File: src/rtl/qam_pkg.sv
// Shared types and default symbol constants for the QAM transmit frame path.
package qam_pkg;

  typedef logic signed [3:0] sym_t;

  typedef enum logic [1:0] {
    ST_IDLE,
    ST_PREAMBLE,
    ST_PAYLOAD,
    ST_GAP
  } frame_state_t;

  localparam sym_t PREAMBLE_SYM0_DEF = 4'sb0101;
  localparam sym_t PREAMBLE_SYM1_DEF = 4'sb1010;
  localparam sym_t PILOT_SYM_DEF     = 4'sb0011;

endpackage

File: src/rtl/qam_sym_reg.sv
// One-entry valid/ready output register feeding the modulator symbol port.
module qam_sym_reg
  import qam_pkg::*;
(
  input  logic clk,
  input  logic rst_n,
  input  logic load,
  input  sym_t load_data,
  output logic free,
  output logic m_valid,
  output sym_t m_data,
  input  logic m_ready
);

  logic m_valid_q, m_valid_d;
  sym_t m_data_q, m_data_d;

  assign free    = !m_valid_q || m_ready;
  assign m_valid = m_valid_q;
  assign m_data  = m_data_q;

  // Refill or drain when the slot is free; hold the symbol while stalled.
  always_comb begin
    m_valid_d = m_valid_q;
    m_data_d  = m_data_q;
    if (free) begin
      m_valid_d = load;
      if (load) m_data_d = load_data;
    end
  end

  // Output register state.
  always_ff @(posedge clk or negedge rst_n) begin
    if (!rst_n) begin
      m_valid_q <= 1'b0;
      m_data_q  <= '0;
    end else begin
      m_valid_q <= m_valid_d;
      m_data_q  <= m_data_d;
    end
  end

endmodule

File: src/rtl/qam_frame_ctrl.sv
// Transmit frame scheduler: preamble, upstream payload, idle gap.
// Optional pilot interleaving is compiled in with QAM_FRAME_PILOT_EN.
module qam_frame_ctrl
  import qam_pkg::*;
#(
  parameter int   PREAMBLE_LEN  = 8,
  parameter int   PAYLOAD_LEN   = 64,
  parameter int   GAP_LEN       = 4,
  parameter sym_t PREAMBLE_SYM0 = PREAMBLE_SYM0_DEF,
  parameter sym_t PREAMBLE_SYM1 = PREAMBLE_SYM1_DEF,
  parameter int   PILOT_PERIOD  = 16,
  parameter sym_t PILOT_SYM     = PILOT_SYM_DEF
) (
  input  logic        axi_clk,
  input  logic        axi_rstn,
  input  logic        tx_en,
  input  logic        s_valid,
  input  sym_t        s_data,
  output logic        s_ready,
  output logic        m_valid,
  output sym_t        m_data,
  input  logic        m_ready,
  output logic        busy,
  output logic        frame_done,
  output logic [15:0] frame_cnt
);

  localparam int SYM_W = $clog2(PREAMBLE_LEN + 1);
  localparam int PAY_W = $clog2(PAYLOAD_LEN + 1);
  localparam int GAP_W = $clog2(GAP_LEN + 1);

  localparam logic [SYM_W-1:0] SYM_LAST = SYM_W'(PREAMBLE_LEN - 1);
  localparam logic [PAY_W-1:0] PAY_LAST = PAY_W'(PAYLOAD_LEN - 1);
  localparam logic [GAP_W-1:0] GAP_LAST = GAP_W'(GAP_LEN - 1);

`ifdef QAM_FRAME_PILOT_EN
  localparam bit PILOT_ON = 1'b1;
`else
  localparam bit PILOT_ON = 1'b0;
`endif

  frame_state_t     state_q, state_d;
  logic [SYM_W-1:0] sym_cnt_q, sym_cnt_d;
  logic [PAY_W-1:0] pay_cnt_q, pay_cnt_d;
  logic [GAP_W-1:0] gap_cnt_q, gap_cnt_d;
  logic [15:0]      frame_cnt_q, frame_cnt_d;
  logic             frame_done_q, frame_done_d;
  logic             pilot_sent_q, pilot_sent_d;

  logic free, load, pilot_due;
  sym_t load_data;

  // A pilot is owed at every PILOT_PERIOD boundary inside the payload, once.
  assign pilot_due = PILOT_ON && (state_q == ST_PAYLOAD) && (pay_cnt_q != '0) &&
                     ((int'(pay_cnt_q) % PILOT_PERIOD) == 0) &&
                     (int'(pay_cnt_q) < PAYLOAD_LEN) && !pilot_sent_q;

  assign s_ready    = (state_q == ST_PAYLOAD) && !pilot_due && free;
  assign busy       = (state_q != ST_IDLE);
  assign frame_done = frame_done_q;
  assign frame_cnt  = frame_cnt_q;

  // Next-state, counters and output-register load selection.
  always_comb begin
    state_d      = state_q;
    sym_cnt_d    = sym_cnt_q;
    pay_cnt_d    = pay_cnt_q;
    gap_cnt_d    = gap_cnt_q;
    frame_cnt_d  = frame_cnt_q;
    frame_done_d = 1'b0;
    pilot_sent_d = pilot_sent_q;
    load         = 1'b0;
    load_data    = '0;
    case (state_q)
      ST_IDLE: begin
        if (tx_en) begin
          load         = 1'b1;
          load_data    = PREAMBLE_SYM0;
          sym_cnt_d    = SYM_W'(1);
          pay_cnt_d    = '0;
          pilot_sent_d = 1'b0;
          // A one-symbol preamble is complete with this load.
          state_d      = (PREAMBLE_LEN == 1) ? ST_PAYLOAD : ST_PREAMBLE;
        end
      end
      ST_PREAMBLE: begin
        if (free) begin
          load      = 1'b1;
          load_data = sym_cnt_q[0] ? PREAMBLE_SYM1 : PREAMBLE_SYM0;
          sym_cnt_d = sym_cnt_q + 1'b1;
          if (sym_cnt_q == SYM_LAST) begin
            state_d   = ST_PAYLOAD;
            pay_cnt_d = '0;
          end
        end
      end
      ST_PAYLOAD: begin
        if (pilot_due) begin
          if (free) begin
            load         = 1'b1;
            load_data    = PILOT_SYM;
            pilot_sent_d = 1'b1;
          end
        end else if (s_valid && s_ready) begin
          load         = 1'b1;
          load_data    = s_data;
          pay_cnt_d    = pay_cnt_q + 1'b1;
          pilot_sent_d = 1'b0;
          if (pay_cnt_q == PAY_LAST) begin
            state_d   = ST_GAP;
            gap_cnt_d = '0;
          end
        end
      end
      ST_GAP: begin
        // Gap timing begins only after the last symbol has left the register.
        if (!m_valid) begin
          gap_cnt_d = gap_cnt_q + 1'b1;
          if (gap_cnt_q == GAP_LAST) begin
            state_d      = ST_IDLE;
            frame_done_d = 1'b1;
            frame_cnt_d  = frame_cnt_q + 16'd1;
          end
        end
      end
      default: state_d = ST_IDLE;
    endcase
  end

  // Frame state and counters.
  always_ff @(posedge axi_clk or negedge axi_rstn) begin
    if (!axi_rstn) begin
      state_q      <= ST_IDLE;
      sym_cnt_q    <= '0;
      pay_cnt_q    <= '0;
      gap_cnt_q    <= '0;
      frame_cnt_q  <= '0;
      frame_done_q <= 1'b0;
      pilot_sent_q <= 1'b0;
    end else begin
      state_q      <= state_d;
      sym_cnt_q    <= sym_cnt_d;
      pay_cnt_q    <= pay_cnt_d;
      gap_cnt_q    <= gap_cnt_d;
      frame_cnt_q  <= frame_cnt_d;
      frame_done_q <= frame_done_d;
      pilot_sent_q <= pilot_sent_d;
    end
  end

  qam_sym_reg u_sym_reg (
    .clk       (axi_clk),
    .rst_n     (axi_rstn),
    .load      (load),
    .load_data (load_data),
    .free      (free),
    .m_valid   (m_valid),
    .m_data    (m_data),
    .m_ready   (m_ready)
  );

endmodule

File: config.mk
export PLATFORM = sky130hd
export DESIGN_NAME = qam_frame_ctrl
export DESIGN_NICKNAME = d
export VERILOG_FILES = /design/src/rtl/qam_pkg.sv /design/src/rtl/qam_sym_reg.sv /design/src/rtl/qam_frame_ctrl.sv
export SDC_FILE = /design/constraint.sdc
export NUM_CORES = 1
export LEC_CHECK = 0
export ABC_CLOCK_PERIOD_IN_PS = 5200
export CAP_MARGIN = 10
export CORE_AREA = 2 2 64 66
export DETAILED_ROUTE_END_ITERATION = 8
export DIE_AREA = 0 0 66 68
export PLACE_DENSITY = 0.87
export SLEW_MARGIN = 20
export SYNTH_ARGS = -nofsm -noshare
export SYNTH_HDL_FRONTEND = slang
export SYNTH_SLANG_ARGS = --single-unit
export TNS_END_PERCENT = 10
File: constraint.sdc
create_clock -name axi_clk -period 5.2 [get_ports axi_clk]
set_input_delay 1.04 -clock axi_clk [delete_from_list [all_inputs] [get_ports axi_clk]]
set_output_delay 1.04 -clock axi_clk [all_outputs]
set_load 0.02 [all_outputs]
==> Implementation_results.wiki <==
{| class="wikitable"
! Metric !! Value
|-
| Outcome || finished clean
|-
| CP Class || input port to primary output
|-
| Worst-case hold path end point || frame_cnt[15]$_DFFE_PN0P_
|-
| Seq cells post-synth || 38
|-
| Switching power share of the total || 40.7%
|-
| Share of layout cells above drive strength 1 || 7.00%
|-
| Port bufs || 32
|-
| Worst-path fanout max || 7
|-
| Ratio of routed vias to standard cells || 5.80
|-
| Family of cells with the greatest summed delay on the critical path || buffers and inverters
|-
| Arrival time of the worst setup path || 2570 ps
|-
| Async SR Flop Fraction || 100%
|-
| Synth warn || 0
|-
| Die area || 4490 um2
|-
| Deepest clock path buffer count || 2
|-
| Total Power || 0.00115 W
|-
| Via count of the first global-routing pass || 1546
|-
| Worst hold path depth || 1
|-
| Area delta synth->final || 20.2%
|-
| Final total negative setup slack || 0 ps
|-
| Critical-path cell list || clkdlybuf4s50_1 > nand2b_1 > and2_1 > clkdlybuf4s50_1
|-
| Site Rows || 23
|-
| Crit path capture type || primary output
|-
| Net switching power of the design || 0.000470 W
|-
| Worst path max stage delay || 600 ps
|-
| Drt total wl || 4160 um
|-
| Library cells used by synthesis || 52
|-
| Final-report max-slew violation count || 0
|-
| Utilization after layout || 65.6%
|-
| H-Tree Level Count || 2
|-
| Leakage power summed over all cells || 1.13 nW
|-
| Total Nets Final || 260
|-
| Main synth FF type || sky130_fd_sc_hd__dfrtp_1
|-
| Largest net degree at the start of global routing || 39
|-
| Clock tree from TritonCTS || done
|-
| Post-Syn Area per Cell || 10.0 um2
|-
| Global route overflow || 0
|-
| Power Density || 456 nW/um2
|-
| Actual transition at the worst max-transition pin || 893 ps
|-
| Clock Latency Late Sink || 280 ps
|-
| Worst Hold Class || flop to flop
|-
| Start point of the critical path || m_ready
|-
| Worst-case register-to-register setup slack || 2820 ps
|-
| TritonCTS Buffers || 5
|-
| Relative max-transition margin || 40.1%
|-
| Buffers plus inverters on the worst setup path || 2
|-
| Postcts setup bufs || 0
|-
| Share of the clock period used by the worst path || 69.4%
|-
| Critical-path cell with the highest stage delay || sky130_fd_sc_hd__clkdlybuf4s50_1
|-
| Internal Power || 0.000684 W
|-
| Cell depth of the worst flop-to-flop path || 6
|-
| Levels on crit path || 4
|-
| Number of max-cap violations || 0
|-
| Seq/Total Area, Yosys || 45.2%
|-
| Horizontal extent of the die || 66 um
|-
| First-pass iteration count of the detailed router || 4
|-
| Wire length of the first global-routing pass || 7110 um
|-
| Setup repair after global routing missed its margin || no
|-
| Hold Violations, Final || 0
|-
| Proportion of power drawn by the clock network || 17.9%
|-
| Number of antenna violations at the first check in global routing || 0
|-
| Gr usage total || 20.9%
|-
| Detailed router's first-iteration violation count || 160
|-
| Maximum clock rate || 277 MHz
|-
| Antenna-violating nets left || 0
|-
| Routability cong. || 0.853
|-
| Vias post-DR || 1699
|-
| Wire per inst || 14.2 um
|-
| Clock transition at the register clock pins on the worst setup and hold paths after CTS || 70 ps
|-
| Clock tree root buffer cell || sky130_fd_sc_hd__clkbuf_8
|-
| Final worst clock skew || 3.84 ps
|-
| Net count of the mapped netlist || 228
|-
| Period minus WS final || 3610 ps
|-
| I/O pin total || 33
|-
| Register share of total power || 36.8%
|-
| Launch point of the worst hold path || frame_cnt[15]$_DFFE_PN0P_
|-
| Post-Place Cell Area || 2440 um2
|-
| CTS Sinks || 38
|-
| Share of power burned in combinational logic || 45.3%
|-
| Number of gates resized after CTS || 0
|-
| Initial standard-cell utilization of the core || 54.5%
|-
| Final setup violation count || 0
|-
| Reg-to-Reg Start || state_q[0]$_DFFE_PN0P_
|-
| Synthesized cell area || 2100 um2
|-
| Crit-path most repeated cell || sky130_fd_sc_hd__clkdlybuf4s50_1
|-
| Required @ worst endpoint || 4160 ps
|-
| Y dimension of the die || 68 um
|-
| Count of flip-flops with a built-in enable after synthesis || 0
|-
| DRC errors left || 0
|-
| Terminus of the critical flop-to-flop path || gap_cnt_q[0]$_DFFE_PN0P_
|-
| Post-route design area || 2530 um2
|-
| Synthesized instance count || 210
|-
| Number of buffers inserted by hold repair at cts || 0
|-
| Core region area || 3860 um2
|-
| Post-DP HPWL || 3020 um
|-
| CP startpoint kind || input port
|-
| Number of antenna cells inserted || 0
|-
| Largest voltage drop on the vdd net || 0.205 mV
|}
## cell type report
| cell class | instances | area (um2) |
|---|---|---|
| clock buffer | 7 | 86.3 |
| fill | 321 | 1330 |
| inverter | 10 | 37.5 |
| clock inverter | 1 | 5.00 |
| multi-input combinational | 155 | 1070 |
| sequential | 38 | 951 |
| timing repair buffer | 32 | 315 |
| tap | 50 | 62.6 |
## Yosys cell counts, drive strengths merged, types with 4 or more instances
master / count / share of area [%]
nor3: 5 / 1.2
xnor2: 12 / 5.0
nand4: 4 / 1.2
ha: 9 / 5.4
nand3: 11 / 2.6
a211o: 4 / 1.7
inv: 10 / 1.8
dfrtp: 38 / 45
nor2: 12 / 2.1
a21oi: 10 / 2.4
nand2b: 8 / 2.4
nand2: 22 / 4.3
clkbuf: 4 / 0.77
o21ai: 10 / 2.4
## cell usage in the layout (no fill, tap or decap), types with 2 or more instances in the layout
cell type and count:
sky130_fd_sc_hd__o31ai_1 3, sky130_fd_sc_hd__nor2_1 12, sky130_fd_sc_hd__xnor2_1 12, sky130_fd_sc_hd__nand3_1 11
sky130_fd_sc_hd__a22o_1 2, sky130_fd_sc_hd__nor3_1 5, sky130_fd_sc_hd__dfrtp_1 38, sky130_fd_sc_hd__clkbuf_8 6
sky130_fd_sc_hd__a211o_1 4, sky130_fd_sc_hd__inv_1 10, sky130_fd_sc_hd__o21ai_0 9, sky130_fd_sc_hd__nand2b_1 8
sky130_fd_sc_hd__nand2_1 21, sky130_fd_sc_hd__clkdlybuf4s50_1 31, sky130_fd_sc_hd__nor2b_1 2, sky130_fd_sc_hd__mux2i_1 2
sky130_fd_sc_hd__mux2_2 2, sky130_fd_sc_hd__nand4_1 4, sky130_fd_sc_hd__xor2_1 3, sky130_fd_sc_hd__a21oi_1 10
sky130_fd_sc_hd__nor4b_1 2, sky130_fd_sc_hd__and3_1 3, sky130_fd_sc_hd__a22oi_1 3, sky130_fd_sc_hd__nand3b_1 2
sky130_fd_sc_hd__nor4_1 2, sky130_fd_sc_hd__ha_1 9
## metrics by stage
step           cells  setup slack [ps]  hold WS (ps)
2_1_floorplan    210              2680           485
3_3_place_gp     285              1630           459
3_5_place_dp     285              1600           481
4_1_cts          293              1600           490
5_1_grt          293              1490           517
6_report         293              1590           477
## power groups by stage
stage	logic (W)	clock network, W	registers (W)
global route	0.000585	0.000224	0.000435
global placement	0.000497	0	0.000425
CTS	0.000521	0.000212	0.000424
detailed placement	0.000520	0	0.000430
finish	0.000523	0.000206	0.000425
floorplan	0.000362	0	0.000437
## per-layer routing
| metal | GRT usage [%] | share of wire [%] | vias to the layer above |
|---|---|---|---|
| met1 | 26.4 | 45 | 818 |
| met5 | 0 | 0 | - |
| li1 | - | - | 822 |
| met4 | 8.16 | 1.8 | 0 |
| met3 | 5.43 | 4.9 | 7 |
| met2 | 34.7 | 49 | 52 |
## worst max-delay path by stage
stage / to / slack (ps)
finish: s_ready / 1590
detailed placement: s_ready / 1600
CTS: s_ready / 1600
global placement: s_ready / 1630
global route: s_ready / 1490
floorplan: s_ready / 2680
## flip-flops by register name, summed over array words and instances (netlist names)
signal / cells
frame_done: 1
state_q: 2
sym_cnt_q: 4
u_sym_reg.m_data: 4
frame_cnt: 16
u_sym_reg.m_valid: 1
gap_cnt_q: 3
pay_cnt_q: 7
## kinds of logic after synthesis
kind of cell	Yosys count	share of synthesized area, %
AND/OR/NAND/NOR	85	23.4
AO/OA/AOI/OAI	42	13.9
flip-flops	38	45.2
buffers and inverters	17	3.87
XOR/XNOR	15	6.25
adder cells (fa/ha/maj)	9	5.35
multiplexers	4	2.02
Power figures use the tool's default switching activity.
